File: src/rtl/sync_gen.sv
// Programmable sync-strobe generator: periodic o_sync pulse train for clock_sync.
// Optional external trigger gating via SYNC_GEN_EXT_TRIG_EN.
module sync_gen #(
  parameter int unsigned CNT_W = 16,
  parameter int unsigned WID_W = 8,
  parameter int unsigned NUM_W = 16
) (
  input  logic             sys_clk,
  input  logic             rst_n,
  input  logic             i_cfg_valid,
  output logic             o_cfg_ready,
  input  logic [CNT_W-1:0] i_period,
  input  logic [WID_W-1:0] i_width,
  input  logic [NUM_W-1:0] i_burst,
  input  logic             i_start,
  input  logic             i_stop,
`ifdef SYNC_GEN_EXT_TRIG_EN
  input  logic             i_ext_trig,
`endif
  output logic             o_sync,
  output logic             o_busy,
  output logic             o_done,
  output logic [NUM_W-1:0] o_sync_num
);

  typedef enum logic [1:0] {
    S_IDLE      = 2'd0,
    S_RUN       = 2'd1
`ifdef SYNC_GEN_EXT_TRIG_EN
    ,S_WAIT_TRIG = 2'd2
`endif
  } state_t;

  state_t           state_q, state_d;
  logic [CNT_W-1:0] ph_q, ph_d;
  logic [NUM_W-1:0] num_q, num_d;
  logic [CNT_W-1:0] sh_p_q, sh_p_d;
  logic [WID_W-1:0] sh_w_q, sh_w_d;
  logic [NUM_W-1:0] sh_n_q, sh_n_d;
  logic             stop_q, stop_d;
  logic             sync_q, sync_d;
  logic             done_q, done_d;
  logic             ready_q, ready_d;
  logic             busy_q, busy_d;

  logic [CNT_W-1:0] p_clamp;
  logic [WID_W-1:0] w_clamp;
  logic             cfg_take;
  logic             at_last;
  logic             go_run;

`ifdef SYNC_GEN_EXT_TRIG_EN
  // Two-flop synchronizer plus rising-edge detect for the asynchronous trigger pad
  logic trig_meta, trig_sync, trig_prev;
  logic trig_edge;

  always_ff @(posedge sys_clk or negedge rst_n) begin
    if (!rst_n) begin
      trig_meta <= 1'b0;
      trig_sync <= 1'b0;
      trig_prev <= 1'b0;
    end else begin
      trig_meta <= i_ext_trig;
      trig_sync <= trig_meta;
      trig_prev <= trig_sync;
    end
  end

  assign trig_edge = trig_sync & ~trig_prev;
`endif

  // State and datapath registers
  always_ff @(posedge sys_clk or negedge rst_n) begin
    if (!rst_n) begin
      state_q <= S_IDLE;
      ph_q    <= '0;
      num_q   <= '0;
      sh_p_q  <= CNT_W'(2);
      sh_w_q  <= WID_W'(1);
      sh_n_q  <= '0;
      stop_q  <= 1'b0;
      sync_q  <= 1'b0;
      done_q  <= 1'b0;
      ready_q <= 1'b1;
      busy_q  <= 1'b0;
    end else begin
      state_q <= state_d;
      ph_q    <= ph_d;
      num_q   <= num_d;
      sh_p_q  <= sh_p_d;
      sh_w_q  <= sh_w_d;
      sh_n_q  <= sh_n_d;
      stop_q  <= stop_d;
      sync_q  <= sync_d;
      done_q  <= done_d;
      ready_q <= ready_d;
      busy_q  <= busy_d;
    end
  end

  // Next-state, config capture and next output values
  always_comb begin
    state_d = state_q;
    ph_d    = ph_q;
    num_d   = num_q;
    sh_p_d  = sh_p_q;
    sh_w_d  = sh_w_q;
    sh_n_d  = sh_n_q;
    stop_d  = stop_q;
    done_d  = 1'b0;
    go_run  = 1'b0;

    // Clamp so every pulse has at least one high and one low cycle
    p_clamp = (i_period < CNT_W'(2)) ? CNT_W'(2) : i_period;
    w_clamp = (i_width == '0) ? WID_W'(1) : i_width;
    if (CNT_W'(w_clamp) >= p_clamp) begin
      w_clamp = WID_W'(p_clamp - CNT_W'(1));
    end

    at_last  = (ph_q == (sh_p_q - CNT_W'(1)));
    cfg_take = i_cfg_valid && (state_q == S_IDLE);

    if (cfg_take) begin
      sh_p_d = p_clamp;
      sh_w_d = w_clamp;
      sh_n_d = i_burst;
    end

    case (state_q)
      S_IDLE: begin
        stop_d = 1'b0;
        if (i_start && !i_stop) begin
`ifdef SYNC_GEN_EXT_TRIG_EN
          state_d = S_WAIT_TRIG;
          ph_d    = '0;
          num_d   = '0;
`else
          go_run  = 1'b1;
`endif
        end
      end
      S_RUN: begin
        if (i_stop) begin
          stop_d = 1'b1;
        end
        if (at_last) begin
          // Runs only end on a period boundary so no pulse is truncated
          if (stop_q || i_stop || ((sh_n_q != '0) && (num_q == sh_n_q))) begin
            state_d = S_IDLE;
            ph_d    = '0;
            stop_d  = 1'b0;
            done_d  = 1'b1;
          end else begin
            ph_d  = '0;
            num_d = num_q + NUM_W'(1);
          end
        end else begin
          ph_d = ph_q + CNT_W'(1);
        end
      end
`ifdef SYNC_GEN_EXT_TRIG_EN
      S_WAIT_TRIG: begin
        if (i_stop) begin
          state_d = S_IDLE;
          done_d  = 1'b1;
        end else if (trig_edge) begin
          go_run = 1'b1;
        end
      end
`endif
      default: state_d = S_IDLE;
    endcase

    if (go_run) begin
      state_d = S_RUN;
      ph_d    = '0;
      num_d   = NUM_W'(1);
      stop_d  = 1'b0;
    end

    // Registered strobe tracks the phase being entered, using the config in force
    sync_d  = (state_d == S_RUN) && (ph_d < CNT_W'(sh_w_d));
    ready_d = (state_d == S_IDLE);
    busy_d  = !ready_d;
  end

  assign o_sync      = sync_q;
  assign o_busy      = busy_q;
  assign o_done      = done_q;
  assign o_cfg_ready = ready_q;
  assign o_sync_num  = num_q;

endmodule

File: config.mk
export PLATFORM = sky130hd
export DESIGN_NAME = sync_gen
export DESIGN_NICKNAME = d
export VERILOG_FILES = /design/src/rtl/sync_gen.sv
export SDC_FILE = /design/constraint.sdc
export NUM_CORES = 1
export LEC_CHECK = 0
export ABC_AREA = 1
export CAP_MARGIN = 20
export CORE_ASPECT_RATIO = 0.8
export CORE_UTILIZATION = 58
export CTS_BUF_LIST = sky130_fd_sc_hd__clkbuf_8
export DETAILED_ROUTE_END_ITERATION = 8
export GPL_TIMING_DRIVEN = 0
export PLACE_DENSITY_LB_ADDON = 0.08
export SKIP_CTS_REPAIR_TIMING = 1
export SYNTH_ARGS = -nofsm -noshare
export SYNTH_HDL_FRONTEND = slang
export SYNTH_SLANG_ARGS = --single-unit
File: constraint.sdc
create_clock -name sys_clk -period 3.8 [get_ports sys_clk]
set_input_delay 1.14 -clock sys_clk [delete_from_list [all_inputs] [get_ports sys_clk]]
set_output_delay 1.14 -clock sys_clk [all_outputs]
set_load 0.005 [all_outputs]
==> impl_metrics.py, run 1 <==
metrics = {
    "outcome": {
        "status": "complete, but fails checks",
        "violations": "negative setup slack",
    },
    "global_routing": {
        "grt_pass1_wl_um": 23860,
        "grt_max_degree": 45,
        "grtUsageTotal_pct": 32.77,
        "antenna_found_initial": 0,
        "gr-total-overflow": 0,
        "grt_pass1_vias": 4946,
    },
    "synth": {
        "ys_top_cells_by_area": "dfrtp_1 36%, nand2_1 15%, inv_1 7.6%",
        "ys_seq_elements": 79,
        "yosysWarnings": 0,
        "synth_edf_count": 0,
        "syn_area_sq_um": 5349,
        "yosys.area.top_type_share_pct": 35.56,
        "syn_inst": 762,
        "post_synth_num_cell_types": 46,
        "yosys.area.top_type": "dfrtp_1",
        "synth.yosys.seq_area_share_pct": 37.03,
        "async_reset_ff_share_pct": 100.0,
        "avgSynthCellArea_sq_um": 7.020,
        "synth_nets": 826,
        "ys.flop_type": "dfrtp_1",
    },
    "sta": {
        "tightestPinTransition_ps": 701.9,
        "fin_skew_ps": 11.46,
        "max_clock_freq_mhz": 226.8,
        "setup_viol": 1,
        "relSlewSlack_pct": 53.21,
        "fin_crit_sh_pct": 116.0,
        "worst_slack_ps": -609.5,
        "rsz0062_at_grt": "yes",
        "period_needed_ps": 4410,
        "finalHoldViolCount": 0,
        "drv_slew": 0,
    },
    "final_layout": {
        "diodes": 0,
        "final_cell_mix": "213 x nand2_1, 101 x inv_1, 78 x nor2_1",
        "layout_commonest_cell": "nand2_1",
        "area_growth_syn_to_layout_pct": 24.87,
        "layout.nets": 917,
        "drive_above_1_share_pct": 12.70,
    },
    "setup_path": {
        "reg2reg_depth": 20,
        "r2r_start": "sh_p_q[0]$_DFFE_PN0P_",
        "worstPathArrival_ps": 4690,
        "crit_type": "primary input to flip-flop",
        "crit_fanout": 4,
        "reg2reg_slack_ps": -10,
        "cp-start-kind": "primary input",
        "endpoint_kind": "flip-flop",
        "r2r_end": "o_sync$_DFF_PN0_",
        "cp.required_ps": 4080,
    },
    "die": {
        "core_area_sq_um": 8708,
        "fp.dieArea_sq_um": 9613,
        "die_h_um": 87.90,
        "start_util_pct": 61.42,
        "die_w_um": 109.4,
        "rows": 30,
        "io_pins": 65,
    },
    "drt": {
        "routed_wl_um": 15860,
        "dr.pass1.iters": 5,
        "detail_route.wl_per_cell_um": 16.35,
        "ant_nets": 0,
        "vias": 5406,
        "viasPerCell": 5.573,
        "drc": 0,
        "drtIter0Drc": 487,
    },
    "min_path": {
        "min_path_cells": 2,
        "holdPathEnd": "sh_w_q[2]$_DFF_PN0_",
        "hp-class": "flip-flop to flip-flop",
        "hold_start": "sh_w_q[2]$_DFF_PN0_",
    },
    "job": {
        "maxCapViolations": 0,
    },
    "place": {
        "port-buffer-count": 64,
        "detailed_place_hpwl_um": 11630,
        "post-place-ws_ps": -1522,
        "place_congestion": 0.9374,
    },
    "clock_network": {
        "cts_buffers": 9,
        "clock_sinks": 79,
        "cts_root_buf": "clkbuf_8",
        "ctsHtreeMaxLevel": 3,
        "cts_tree": "done",
        "clk_pin_slew_ps": 90,
        "cts.path.max_buffers": 2,
        "worstSkewPairLatency_ps": 360,
    },
    "pwr": {
        "power_density_nw_per_um2": 350.1,
        "p_total_mw": 2.338,
        "ir_drop_uv": 283.5,
        "static-leakage-power_nw": 3.363,
    },
}
-- power by group --
group / internal [mW] / leakage, nW / total [mW] / switching, mW
registers: 0.933 / 1.02 / 1.04 / 0.104
clock network: 0.277 / 0.0922 / 0.608 / 0.331
logic: 0.280 / 2.25 / 0.693 / 0.413
-- state kept, by name, summed over array words and instances (netlist names) --
name and flops:
state_q 2, sh_w_q 8, o_busy 1, o_sync_num 16, sh_p_q 16, ph_q 16
o_sync 1, sh_n_q 16, stop_q 1, o_done 1, o_cfg_ready 1
-- worst max path at each step --
stage / start / to / slack (ps) / depth (start not counted)
2_1_floorplan: i_period[15] / o_sync$_DFF_PN0_ / -50 / 24
3_3_place_gp: i_period[15] / o_sync$_DFF_PN0_ / -1410 / 25
3_5_place_dp: i_period[15] / o_sync$_DFF_PN0_ / -1520 / 24
4_1_cts: i_period[15] / o_sync$_DFF_PN0_ / -1160 / 24
5_1_grt: i_period[4] / o_sync$_DFF_PN0_ / -710 / 28
6_report: i_period[8] / o_sync$_DFF_PN0_ / -610 / 25
-- critical path, cell delays in order --
cell      delay (ps)
clkbuf_2         120
nor2_4           130
nand3_4           90
nor4_4           310
nand2_1          140
nand2_2          130
inv_2             50
ha_1             280
nand2_1           60
nor4_2           170
nand2_1          130
nand2_2          150
buf_4            140
inv_1             50
nor2_1           100
inv_1             90
a31oi_4          220
ha_4             240
nand2_1           80
nor2_1            70
a211oi_2         250
nand2_1          100
nor2_1           100
nand4_1          180
a21oi_1          190
-- through the flow --
step                setup TNS [ps]  hold slack, ps  utilization (%)  cell area [sq um]  std cells
finish                      -609.5           497.0            76.70               6679        970
CTS                          -1157           493.4            73.62               6411        955
global placement            -92400           460.7            71.21               6201        938
global route                -713.1           525.0            76.70               6679        970
detailed placement           -3153           473.0            71.41               6218        939
floorplan                   -52.54           441.8                -               5420        762
-- cells in the mapped netlist (2+ instances only) --
cell type	count
nand2_1	217
inv_1	109
nor2_1	79
dfrtp_1	76
nand3_1	42
o21ai_0	42
a21oi_1	23
ha_1	19
clkbuf_1	15
xnor2_1	15
xor2_1	15
nor3_1	14
nand4_1	13
nor2_2	8
nor4_1	7
nand2_2	6
nand3b_1	6
or2_2	6
a31oi_1	5
nor2_4	4
a211oi_1	3
dfstp_2	3
inv_2	3
nand2_4	3
o211ai_1	3
o31ai_1	3
and2_1	2
clkinv_1	2
o21a_1	2
-- cell type report --
type	count	area [sq um]
multi-input combinational	550	3038
fill	662	2029
sequential	79	1981
timing repair buffer	80	792.0
inverter	115	451.7
clock buffer	11	151.4
tap	112	140.1
buffer	18	83.83
clock inverter	5	41.29
-- cells by family (layout without fill, tap and decap cells) --
logic type / count (synthesis) / after routing / share of synthesized area (%)
and+or+nand+nor: 412 / 412 / 34.71
buffers and inverters: 133 / 229 / 9.544
AOI/OAI and AO/OA: 88 / 88 / 9.286
DFF: 79 / 79 / 37.03
xor gates and xnor gates: 30 / 30 / 4.912
adders and majority gates: 19 / 19 / 4.444
other: 1 / 1 / 0.07011
-- layer usage --
metal  vias to the layer above  wire length, um  track usage [%]
met5                         -                0                0
met4                         0              331            9.818
li1                       2598                -                -
met3                        33             1217            6.548
met1                      2555             7010            46.27
met2                       220             7300            51.06
Note: power is estimated with default switching activity, not from simulation.
==> inputs of run 2 (changes only) <==
--- a/config.mk
+++ b/config.mk
@@ -8,12 +8,14 @@
 export ABC_AREA = 1
 export CAP_MARGIN = 20
 export CORE_ASPECT_RATIO = 0.8
-export CORE_UTILIZATION = 58
-export CTS_BUF_LIST = sky130_fd_sc_hd__clkbuf_8
+export CORE_UTILIZATION = 57
+export CTS_BUF_LIST = sky130_fd_sc_hd__clkbuf_16
 export DETAILED_ROUTE_END_ITERATION = 8
 export GPL_TIMING_DRIVEN = 0
 export PLACE_DENSITY_LB_ADDON = 0.08
+export REMOVE_ABC_BUFFERS = 1
 export SKIP_CTS_REPAIR_TIMING = 1
+export SKIP_LAST_GASP = 1
 export SYNTH_ARGS = -nofsm -noshare
 export SYNTH_HDL_FRONTEND = slang
 export SYNTH_SLANG_ARGS = --single-unit
==> run 2 against run 1 <==
The flow still finishes with violations (negative setup slack). Final cell count is 1.0% lower. Maximum frequency down 3.5%. Via count shrank 2.8%. Critical path type unchanged. Largest cell class unchanged.
==> impl_metrics.py, run 2 (synthesized netlist as in run 1, its figures left out) <==
metrics = {
    "drt": {
        "routed_wl_um": 14440,
        "dr.pass1.iters": 5,
        "vias": 5252,
        "drtIter0Drc": 407,
        "detail_route.wl_per_cell_um": 15.04,
        "drc": 0,
        "viasPerCell": 5.471,
        "ant_nets": 0,
    },
    "global_routing": {
        "grt_pass1_wl_um": 21220,
        "grt_max_degree": 44,
        "antenna_found_initial": 0,
        "grtUsageTotal_pct": 28.56,
        "gr-total-overflow": 0,
        "grt_pass1_vias": 4542,
    },
    "clock_network": {
        "clk_pin_slew_ps": 60,
        "clock_sinks": 79,
        "worstSkewPairLatency_ps": 340,
        "ctsHtreeMaxLevel": 3,
        "cts_buffers": 9,
        "cts_tree": "done",
        "cts_root_buf": "clkbuf_16",
        "cts.path.max_buffers": 2,
    },
    "outcome": {
        "status": "complete, but fails checks",
        "violations": "negative setup slack",
    },
    "die": {
        "start_util_pct": 58.93,
        "io_pins": 65,
        "die_w_um": 110.3,
        "die_h_um": 88.65,
        "core_area_sq_um": 9076,
        "rows": 31,
        "fp.dieArea_sq_um": 9778,
    },
    "final_layout": {
        "fin_util_pct": 74.66,
        "drive_above_1_share_pct": 13.02,
        "final_cell_area_sq_um": 6777,
        "diodes": 0,
        "area_growth_syn_to_layout_pct": 26.69,
        "layout.nets": 904,
        "final_cell_mix": "211 x nand2_1, 100 x inv_1, 78 x nor2_1",
        "final_cells": 960,
        "layout_commonest_cell": "nand2_1",
        "fill_cells": 716,
    },
    "setup_path": {
        "endpoint_kind": "flip-flop",
        "crit_type": "primary input to flip-flop",
        "cpMostUsedCell": "nand2_1",
        "crit_fanout": 6,
        "worstPathArrival_ps": 4830,
        "critical_path_buf_inv_count": 3,
        "cp.required_ps": 4060,
        "cp-start-kind": "primary input",
        "cp_slowest_cell": "a211oi_2",
        "critical-path-top-delay-family": "simple AND/OR/NAND/NOR gates",
        "slowest_delay_ps": 330,
    },
    "sta": {
        "fin_skew_ps": 10.39,
        "period_needed_ps": 4571,
        "worst_slack_ps": -771.5,
        "drv_slew": 0,
        "relSlewSlack_pct": 52.33,
        "max_clock_freq_mhz": 218.7,
        "fin_crit_sh_pct": 120.3,
        "setup_viol": 1,
        "rsz0062_at_grt": "yes",
        "tightestPinTransition_ps": 697.0,
        "finalHoldViolCount": 0,
        "hold-worst-slack_ps": 521.3,
    },
    "place": {
        "port-buffer-count": 64,
        "placed_cell_area_sq_um": 6130,
        "place_congestion": 0.9048,
        "dpl.cell_count": 926,
        "detailed_place_hpwl_um": 10140,
    },
    "min_path": {
        "hp-class": "flip-flop to flip-flop",
    },
    "pwr": {
        "power_density_nw_per_um2": 378.5,
        "static-leakage-power_nw": 3.424,
        "ir_drop_uv": 303.3,
        "p_total_mw": 2.565,
    },
    "job": {
        "maxCapViolations": 0,
    },
}
==> run 2: area by class of cell <==
class / instances / area, sq um / share of cell area [%]
tap: 115 / 143.9 / 2.123
timing repair buffer: 85 / 898.4 / 13.26
inverter: 115 / 440.4 / 6.499
sequential: 79 / 1981 / 29.23
clock inverter: 7 / 63.81 / 0.9417
multi-input combinational: 550 / 3024 / 44.63
clock buffer: 9 / 225.2 / 3.323
==> run 2: per-layer routing <==
layer  vias up  wire [um]  GRT usage, %
met5         -          0             0
met4         0        225         7.057
met3        25        920         5.376
met2       201       6616         45.34
met1      2459       6675         40.35
li1       2567          -             -
==> run 2: stage by stage <==
step                      TNS, ps  setup slack [ps]
final                      -771.5            -771.5
after global routing       -923.6            -923.6
after CTS                   -4850             -1886
after detailed placement    -7819             -2174
after global placement    -110610             -2187
after floorplan            -363.6            -363.6
==> run 2: power breakdown <==
| part | internal, mW | switching (mW) |
|---|---|---|
| sequential | 0.935 | 0.100 |
| clock | 0.503 | 0.340 |
| combinational | 0.288 | 0.399 |
==> run 2: path summary, 6_finish.rpt <==
path / to / cells after the start / slack [ps] / startpoint
worst max-delay path: o_sync$_DFF_PN0_ / 25 / -770 / i_period[5]
worst min-delay path: stop_q$_DFFE_PN0P_ / 1 / 520 / stop_q$_DFFE_PN0P_
worst max register to register: o_sync$_DFF_PN0_ / 22 / -20 / sh_p_q[0]$_DFFE_PN0P_
worst min register to register: stop_q$_DFFE_PN0P_ / 1 / 520 / stop_q$_DFFE_PN0P_
max in group asynchronous: o_cfg_ready$_DFF_PN1_ / 2 / 2410 / rst_n
min in group asynchronous: sh_p_q[11]$_DFFE_PN0P_ / 1 / 750 / rst_n
